===== config.mk =====
export PLATFORM = sky130hd
export DESIGN_NAME = digit_scan
export DESIGN_NICKNAME = d
export VERILOG_FILES = /design/src/rtl/digit_scan.sv
export SDC_FILE = /design/constraint.sdc
export NUM_CORES = 1
export LEC_CHECK = 0
export CELL_PAD_IN_SITES_DETAIL_PLACEMENT = 0
export CELL_PAD_IN_SITES_GLOBAL_PLACEMENT = 1
export CORE_MARGIN = 1.5
export CORE_UTILIZATION = 38
export DETAILED_ROUTE_END_ITERATION = 16
export PLACE_DENSITY_LB_ADDON = 0.1
export SLEW_MARGIN = 15
export SYNTH_ARGS = -nofsm -noshare
export SYNTH_HDL_FRONTEND = slang
export SYNTH_SLANG_ARGS = --single-unit

===== constraint.sdc =====
create_clock -name clk -period 1.8 [get_ports clk]
set_clock_uncertainty 0.05 [all_clocks]
set_input_delay 0.27 -clock clk [delete_from_list [all_inputs] [get_ports clk]]
set_output_delay 0.27 -clock clk [all_outputs]
set_load 0.03 [all_outputs]

===== src/rtl/digit_scan.sv =====
// Six-digit multiplexed display scanner: one digit per SCAN_DIV clocks, a blank cycle on every
// digit change, frame-latched digit data. Optional build macro: LEAD_ZERO_BLANK_EN.
`timescale 1ns/1ps
module digit_scan #(
  parameter int unsigned SCAN_DIV = 50000
) (
  input  logic        clk,
  input  logic        rst_n,
  input  logic [23:0] digits_i,
  output logic [3:0]  count,
  output logic [5:0]  dig_en,
  output logic        frame_o
);

  localparam logic [15:0] DIV_LAST = 16'(SCAN_DIV - 1);
  localparam logic [2:0]  IDX_LAST = 3'd5;

  logic [15:0] pre_cnt_q, pre_cnt_d;
  logic [2:0]  idx_q, idx_d, idx_nx;
  logic [23:0] shadow_q, shadow_d;
  logic [3:0]  count_q, count_d, nib;
  logic [5:0]  dig_en_q, dig_en_d;
  logic        frame_q, frame_d;
  logic        tick, wrap;

  always_comb begin
    tick   = (pre_cnt_q == DIV_LAST);
    // Indices 6..7 are unreachable but fold back to 0 like a normal wrap.
    wrap   = (idx_q >= IDX_LAST);
    idx_nx = wrap ? 3'd0 : idx_q + 3'd1;

    // The new frame's digit 0 bypasses the shadow, which loads on this same edge.
    nib = 4'h0;
    case (idx_nx)
      3'd0:    nib = digits_i[3:0];
      3'd1:    nib = shadow_q[7:4];
      3'd2:    nib = shadow_q[11:8];
      3'd3:    nib = shadow_q[15:12];
      3'd4:    nib = shadow_q[19:16];
      3'd5:    nib = shadow_q[23:20];
      default: nib = 4'h0;
    endcase
`ifdef LEAD_ZERO_BLANK_EN
    if (idx_nx == IDX_LAST && nib == 4'h0) nib = 4'hF;
`endif

    pre_cnt_d = tick ? 16'd0 : pre_cnt_q + 16'd1;
    idx_d     = tick ? idx_nx : idx_q;
    shadow_d  = (tick && idx_q == IDX_LAST) ? digits_i : shadow_q;
    count_d   = tick ? nib : count_q;
    // Blanking on the change edge; afterwards the enable trails count by one cycle.
    dig_en_d  = tick ? 6'h3F : ~(6'd1 << idx_q);
    frame_d   = tick && (idx_q == IDX_LAST);
  end

  always_ff @(posedge clk or negedge rst_n) begin
    if (!rst_n) begin
      pre_cnt_q <= 16'd0;
      idx_q     <= 3'd0;
      shadow_q  <= 24'd0;
      count_q   <= 4'h0;
      dig_en_q  <= 6'h3F;
      frame_q   <= 1'b0;
    end else begin
      pre_cnt_q <= pre_cnt_d;
      idx_q     <= idx_d;
      shadow_q  <= shadow_d;
      count_q   <= count_d;
      dig_en_q  <= dig_en_d;
      frame_q   <= frame_d;
    end
  end

  assign count   = count_q;
  assign dig_en  = dig_en_q;
  assign frame_o = frame_q;

endmodule


# Word-level counts from Yosys, hierarchy flattened
# Index checks and enable logic that the tools add are counted.
# op_classes
n_addsub	2
shifts	1
mux	4
bitwise	1
order_cmp	1
n_eq_ne	7
n_reduce_logical	2
# ops
operator	n
one-hot mux 4 bit (6 select lines)	1
adder 16 x 1 -> 16 bit (second input constant)	1
equality test 16 bit (second input constant)	1
two-way mux 16 bit	1
equality test 3 bit (second input constant)	3
equality test 3 x 2 -> 1 bit (second input constant)	2
two-way mux 6 bit	1
inverter 6 bit	1
<< shifter 1 x 3 -> 6 bit (first input constant)	1
adder 3 x 1 -> 3 bit (second input constant)	1
equality test 3 x 1 -> 1 bit (second input constant)	1
greater-or-equal comparator 3 bit (second input constant)	1
logical NOT 3 bit	1
two-way mux 3 bit	1
logical AND 1 bit	1
# word_totals
word_cells	24
register_bits	54
input_bits	26

# Longest topological paths before layout
# Gate-level depths: netlist of run 1.
# logic_depth
word_depth	4
mapped_depth	8
mapped_depth_nobuf	6

# Least setup slack after synthesis of run 1
# Ideal clock, no wire load.
# synth_path
path_kind	reg2reg
startpoint	register idx_q[2]
endpoint	register count_q[3], in the netlist count[3]
t_arrival_ps	1799
path_stages_with_launch	9
slack_ps	-137
required_time_ps	1662
path_buffers	2
cell_sequence	dfrtp_1 clkbuf_1 inv_1 ha_1 clkbuf_1 nand2_1 nor4b_1 a31oi_1 a41oi_1
# synth_between
elab_chain_cells	4
elab_cells_between_ends	10
cone_classes	add/sub: 1; order compare: 1; eq/ne: 5; mux: 2; reduce/logical: 1
# synth_rtl
element	line	rtl
from (decl)	19	logic [2:0] idx_q, idx_d, idx_nx;
from (signal assigned)	66	idx_q <= idx_d;
adder 3 x 1 -> 3 bit or greater-or-equal comparator 3 bit (tied branches)	30, 29	
two-way mux 3 bit *	30	idx_nx = wrap ? 3'd0 : idx_q + 3'd1;
equality test 3 bit, or another cell as far along	34	case (idx_nx)
one-hot mux 4 bit (6 select lines) *	34	
to (signal assigned)	68	count_q <= count_d;
to (decl)	21	logic [3:0] count_q, count_d, nib;
# Mark *: on every way between the ends. The rest lies on a longest branch, timed or not.
# A chain may end at the register's enable or synchronous reset.

# Worst setup path in the final report of run 1
# layout_path
startpoint	register idx_q[0]
endpoint	register count_q[2], in the netlist count[2]
# Same word-level chain as after synthesis.

==> flow_metrics.env, run 1 <==
export IMPL_cts_sinks=50
export IMPL_power_uw=1997
export IMPL_mostFrequentLayoutCell="buf_4"
export IMPL_fin_area_um2=3522
export IMPL_cp_top_family="flip-flops"
export IMPL_antenna_found_initial=0
export IMPL_num_rows=28
export IMPL_crit_slowest_cell="dfrtp_2"
export IMPL_final_setup_worst_slack_ns=-0.02961
export IMPL_cts_root_buf="clkbuf_8"
export IMPL_worstMarginPinSlew_ns=0.5287
export IMPL_die_y_um=82.62
export IMPL_power_leakage_uw=0.001481
export IMPL_syn_inst=201
export IMPL_avgRoutedWirePerCell_um=16.01
export IMPL_start_kind="flop"
export IMPL_rsz0062_at_grt="true"
export IMPL_max_stage_delay_ns=0.47
export IMPL_clock_latency_ns=0.30
export IMPL_path_max_fanout=5
export IMPL_die_area_um2=6825
export IMPL_cp_end_kind="flop"
export IMPL_hold_slack_ns=0.4225
export IMPL_fin_crit_ns=1.830
export IMPL_setup_viol=5
export IMPL_antenna_cells=0
export IMPL_drt_iter0_drc=50
export IMPL_critical_path_cell_chain="ha_4 -> ha_4 -> buf_4 -> or2_4 -> a31oi_1 -> a41oi_1"
export IMPL_place_inst=338
export IMPL_max_slew_margin_pct=64.75
export IMPL_syn_avg_cell_area_um2=11.98
export IMPL_period_share_pct=101.6
export IMPL_synth_edf_count=0
export IMPL_hold_class="in2async"
export IMPL_peakVddDrop_v=0.0004473
export IMPL_instances_no_fill=361
export IMPL_path_common_cell="ha_4"
export IMPL_path_class="reg2reg"
export IMPL_violations="setup timing"
export IMPL_grt_max_degree=30
export IMPL_cap_violations=0
export IMPL_drive_gt1_share_pct=40.21
export IMPL_finalWeightedCongestion=0.7976
export IMPL_clk_pin_slew_ns=0.09
export IMPL_status="finished with violations"
export IMPL_grt_ovfl_total=0
export IMPL_grt_pass1_vias=1904
export IMPL_top_layer="met4"
export IMPL_powerDensity_nw_per_um2=566.9
export IMPL_hold_viol=0
export IMPL_vias=1841
export IMPL_ys_ff_latch=50
export IMPL_synth_area_um2=2409
export IMPL_numPortBuffers=36
export IMPL_design_core_area_um2=6026
export IMPL_async_flop_share_pct=100.0
export IMPL_crit_arrival_ns=1.95
export IMPL_grt_total_usage_pct=18.60
export IMPL_postPlaceCellArea_um2=3098
export IMPL_fmax_mhz=546.6
export IMPL_first_pass_iters=4
export IMPL_fin_nets=318
export IMPL_crit_required_ns=1.92
export IMPL_clk_path_buf_depth=2
export IMPL_htree_levels=2
export IMPL_finalMaxSlewViolations=0
export IMPL_routed_wl_um=5779
export IMPL_layout_common_cells="buf_4 (46), dfrtp_1 (42), clkdlybuf4s50_1 (29)"
export IMPL_die_w_um=82.62
export IMPL_syn_num_nets=234
export IMPL_synth_flop_cell="dfrtp_1"
export IMPL_met1Wirelength_um=2713
export IMPL_ys_types=42
export IMPL_start_util_pct=39.97
export IMPL_dpl_hpwl_um=4005
export IMPL_dr_wl_met3_um=167
export IMPL_dr_wl_met2_um=2858
export IMPL_ys_warn_count=0
export IMPL_pre_cts_ws_ns=-0.1155
export IMPL_pin_count=37
export IMPL_cts_tree="yes"
export IMPL_route_detailed_drc=0
export IMPL_grt_first_pass_wirelength_um=9301
export IMPL_seq_area_frac_synth_pct=52.26
export IMPL_crit_buf_inv=1
export IMPL_area_growth_pct=46.23
export IMPL_numCtsBuffers=5
export IMPL_vias_per_cell=5.100
export IMPL_ant_nets=0
worst paths after layout:
check / slack [ns] / cells past startpoint / start / end
setup / recovery: -0.03 / 6 / idx_q[0] / count[2]
max in group asynchronous: 0.66 / 3 / rst_n / dig_en[5]
min in group clk: 0.48 / 1 / shadow_q[6] / shadow_q[6]
hold reg to reg: 0.48 / 1 / shadow_q[6] / shadow_q[6]
setup reg to reg: -0.03 / 6 / idx_q[0] / count[2]
hold / removal: 0.42 / 2 / rst_n / shadow_q[13]
cell usage after synthesis (all sizes together), types with 5 or more instances:
cell	n	share of area (%)
dfrtp	44	46
ha	7	3.6
nor3	7	1.5
dfstp	6	6.5
nor2	13	2.0
inv	6	0.93
a31oi	5	1.3
buf	6	2.7
xor2	7	2.5
nand3	13	2.7
mux2	20	12
nand2	17	2.6
registers in the layout, indices dropped and copies added, names as in the netlist:
name,cells
count,4
dig_en,6
idx_q,3
shadow_q,20
pre_cnt_q,16
frame_o,1
through the flow:
stage | TNS [ns] | util (%)
floorplan | -0.9587 | -
finish | -0.04255 | 58.45
CTS | -0.08357 | 55.42
global route | -1.185 | 58.45
detailed placement | -0.3688 | 51.41
global placement | -0.2269 | 51.41
power by group:
part           total, µW  internal (µW)  switching (µW)
clock                791            413             377
combinational       83.1           52.6            30.5
sequential          1120           1120               0
total               2000           1590             408
cell type report:
type	instances	area [µm²]
Fill cell	499	2504
Sequential cell	50	1261
Multi-Input combinational cell	135	1252
Timing Repair Buffer	87	774.5
Tap cell	75	93.84
Clock buffer	5	68.82
Clock inverter	3	45.04
Inverter	6	26.28
logic make-up (layout without fill, tap and decap cells):
group	count (synthesis)	in the layout	share of synthesized area, %
AOI/OAI and AO/OA	24	24	6.598
xor gates and xnor gates	11	11	4.000
adders and majority gates	7	7	3.636
buffers and inverters	16	101	4.259
DFF	50	50	52.26
muxes	23	23	13.56
and+or+nand+nor	70	70	15.69
metal layers:
metal / global-route usage [%] / vias up
li1: - / 877
met4: 5.000 / 0
met3: 3.626 / 4
met2: 31.06 / 35
met5: 0 / -
met1: 24.62 / 925
repair_timing:
action / 4_1_cts / 5_1_grt
pin swaps: 8 / 12
endpoints found under the hold margin: 21 / 0
endpoints found under the setup margin: 28 / 25
hold buffers: 1 / 0
resized for setup: 25 / 17
setup buffers: 5 / 10
(Power assumes the default switching activity.)
==> inputs of run 2 (changes only) <==
--- a/config.mk
+++ b/config.mk
@@ -11,6 +11,7 @@
 export CORE_UTILIZATION = 38
 export DETAILED_ROUTE_END_ITERATION = 16
 export PLACE_DENSITY_LB_ADDON = 0.1
+export RECOVER_POWER = 100
 export SLEW_MARGIN = 15
 export SYNTH_ARGS = -nofsm -noshare
 export SYNTH_HDL_FRONTEND = slang
==> run 2 against run 1 <==
Effect of this change: the run still ends with setup timing left; flip-flop and latch count unchanged; utilization decreased by 0.42 points; hold slack improved by 0.0071 ns; design area decreased by 0.71%; critical path type unchanged; critical endpoint unchanged; largest cell class unchanged; largest power group unchanged; highest routed layer unchanged.
==> flow_metrics.env, run 2 (synthesized netlist as in run 1, its figures left out) <==
export IMPL_die_area_um2=6825
export IMPL_rsz0062_at_grt="true"
export IMPL_max_stage_delay_ns=0.47
export IMPL_nFillCells=504
export IMPL_grt_max_degree=30
export IMPL_hold_slack_ns=0.4296
export IMPL_ant_nets=0
export IMPL_period_share_pct=101.7
export IMPL_hold_viol=0
export IMPL_routed_wl_um=5789
export IMPL_crit_arrival_ns=1.95
export IMPL_htree_levels=2
export IMPL_place_inst=338
export IMPL_avgRoutedWirePerCell_um=16.04
export IMPL_first_pass_iters=4
export IMPL_clock_latency_ns=0.30
export IMPL_fmax_mhz=546.5
export IMPL_clk_path_buf_depth=2
export IMPL_layout_common_cells="buf_4 (44), dfrtp_1 (42), clkdlybuf4s50_1 (29)"
export IMPL_finalWeightedCongestion=0.7976
export IMPL_instances_no_fill=361
export IMPL_antenna_found_initial=0
export IMPL_vias_per_cell=5.086
export IMPL_area_growth_pct=45.19
export IMPL_status="finished with violations"
export IMPL_design_core_area_um2=6026
export IMPL_num_rows=28
export IMPL_die_y_um=82.62
export IMPL_route_detailed_drc=0
export IMPL_numCtsBuffers=5
export IMPL_pin_count=37
export IMPL_antenna_cells=0
export IMPL_start_util_pct=39.97
export IMPL_powerDensity_nw_per_um2=570.1
export IMPL_grt_pass1_vias=1904
export IMPL_cts_root_buf="clkbuf_8"
export IMPL_clk_pin_slew_ns=0.09
export IMPL_worstMarginPinSlew_ns=0.6681
export IMPL_fin_crit_ns=1.830
export IMPL_critical_path_cell_chain="ha_4 -> ha_4 -> buf_4 -> or2_4 -> a31oi_1 -> a41oi_1"
export IMPL_hold_class="in2async"
export IMPL_vias=1836
export IMPL_cp_end_kind="flop"
export IMPL_dpl_hpwl_um=4005
export IMPL_power_leakage_uw=0.001469
export IMPL_crit_required_ns=1.92
export IMPL_grt_first_pass_wirelength_um=9301
export IMPL_path_max_fanout=5
export IMPL_numPortBuffers=36
export IMPL_grt_total_usage_pct=18.60
export IMPL_path_common_cell="ha_4"
export IMPL_top_register="shadow_q"
export IMPL_fin_nets=318
export IMPL_setup_viol=4
export IMPL_path_class="reg2reg"
export IMPL_crit_slowest_cell="dfrtp_2"
export IMPL_die_w_um=82.62
export IMPL_cts_tree="yes"
export IMPL_violations="setup timing"
export IMPL_r2r_slack_ns=-0.03
export IMPL_largest_reg_flops=20
export IMPL_max_slew_margin_pct=55.46
export IMPL_mostFrequentLayoutCell="buf_4"
export IMPL_cap_violations=0
export IMPL_finalMaxSlewViolations=0
export IMPL_final_setup_worst_slack_ns=-0.02990
export IMPL_start_kind="flop"
export IMPL_grt_ovfl_total=0
export IMPL_drt_iter0_drc=54
export IMPL_drive_gt1_share_pct=39.16
export IMPL_cts_sinks=50
export IMPL_peakVddDrop_v=0.0004480
[run 2: cell count changes in the layout (fill, tap and decap cells not counted), sizes merged]
cell	delta
buf	-3
clkbuf	+3
[run 2: path summary, 6_finish.rpt]
kind,startpoint,to,depth (start not counted)
worst max-delay path,idx_q[0],count[2],6
worst min-delay path,rst_n,shadow_q[13],2
worst max register to register,idx_q[0],count[2],6
min in group clk,shadow_q[6],shadow_q[6],1
max in group asynchronous,rst_n,idx_q[0],3
worst min register to register,shadow_q[6],shadow_q[6],1
[run 2: final cells by class]
class                           instances  area [µm²]  area share (%)
Sequential cell                        50        1261           36.06
Multi-Input combinational cell        135        1250           35.74
Timing Repair Buffer                   87       752.0           21.50
Tap cell                               75       93.84           2.683
Clock buffer                            5       68.82           1.968
Clock inverter                          3       45.04           1.288
Inverter                                6       26.28          0.7513
[run 2: worst max-delay path: cells and delay by family (launching register included)]
family	cells	cell delay [ns]
AND/OR/NAND/NOR	1	0.27
AO/OA/AOI/OAI	2	0.31
adder cells (fa/ha/maj)	2	0.44
buffers and inverters	1	0.15
flip-flops	1	0.47
[run 2: power breakdown]
| group | total [µW] | internal, µW | switching (µW) |
|---|---|---|---|
| clock | 792 | 413 | 378 |
| sequential | 1120 | 1120 | 0 |
| combinational | 79.1 | 49.0 | 30.1 |
| total | 1990 | 1590 | 408 |
[run 2: metrics by stage]
stage / cell area, µm² / util (%) / setup TNS [ns] / worst slack, ns / power, µW
after floorplan: 2426 / - / -0.9587 / -0.04895 / 1146
after global placement: 3098 / 51.41 / -0.2269 / -0.07915 / 1226
after detailed placement: 3098 / 51.41 / -0.3688 / -0.1155 / 1228
after CTS: 3339 / 55.42 / -0.08357 / -0.02659 / 2030
final: 3497 / 58.04 / -0.04201 / -0.02990 / 1994
after global routing: 3497 / 58.04 / -1.328 / -0.08420 / 2076
[run 2: layer usage]
metal  GRT usage (%)  share of wire [%]  wire (µm)
met3           3.626                3.5        202
met4           5.000               0.67         39
met1           24.62                 47       2717
met2           31.06                 49       2830
met5               0                  0          0
[run 2: what timing repair did]
item / 4_1_cts / 5_1_grt
endpoints found under the setup margin: 28 / 25
hold endpoints to repair: 21 / 0
cloned: 0 / 0
setup buffers: 5 / 10
pin swaps: 8 / 12
hold buffers: 1 / 0
resized for setup: 25 / 17
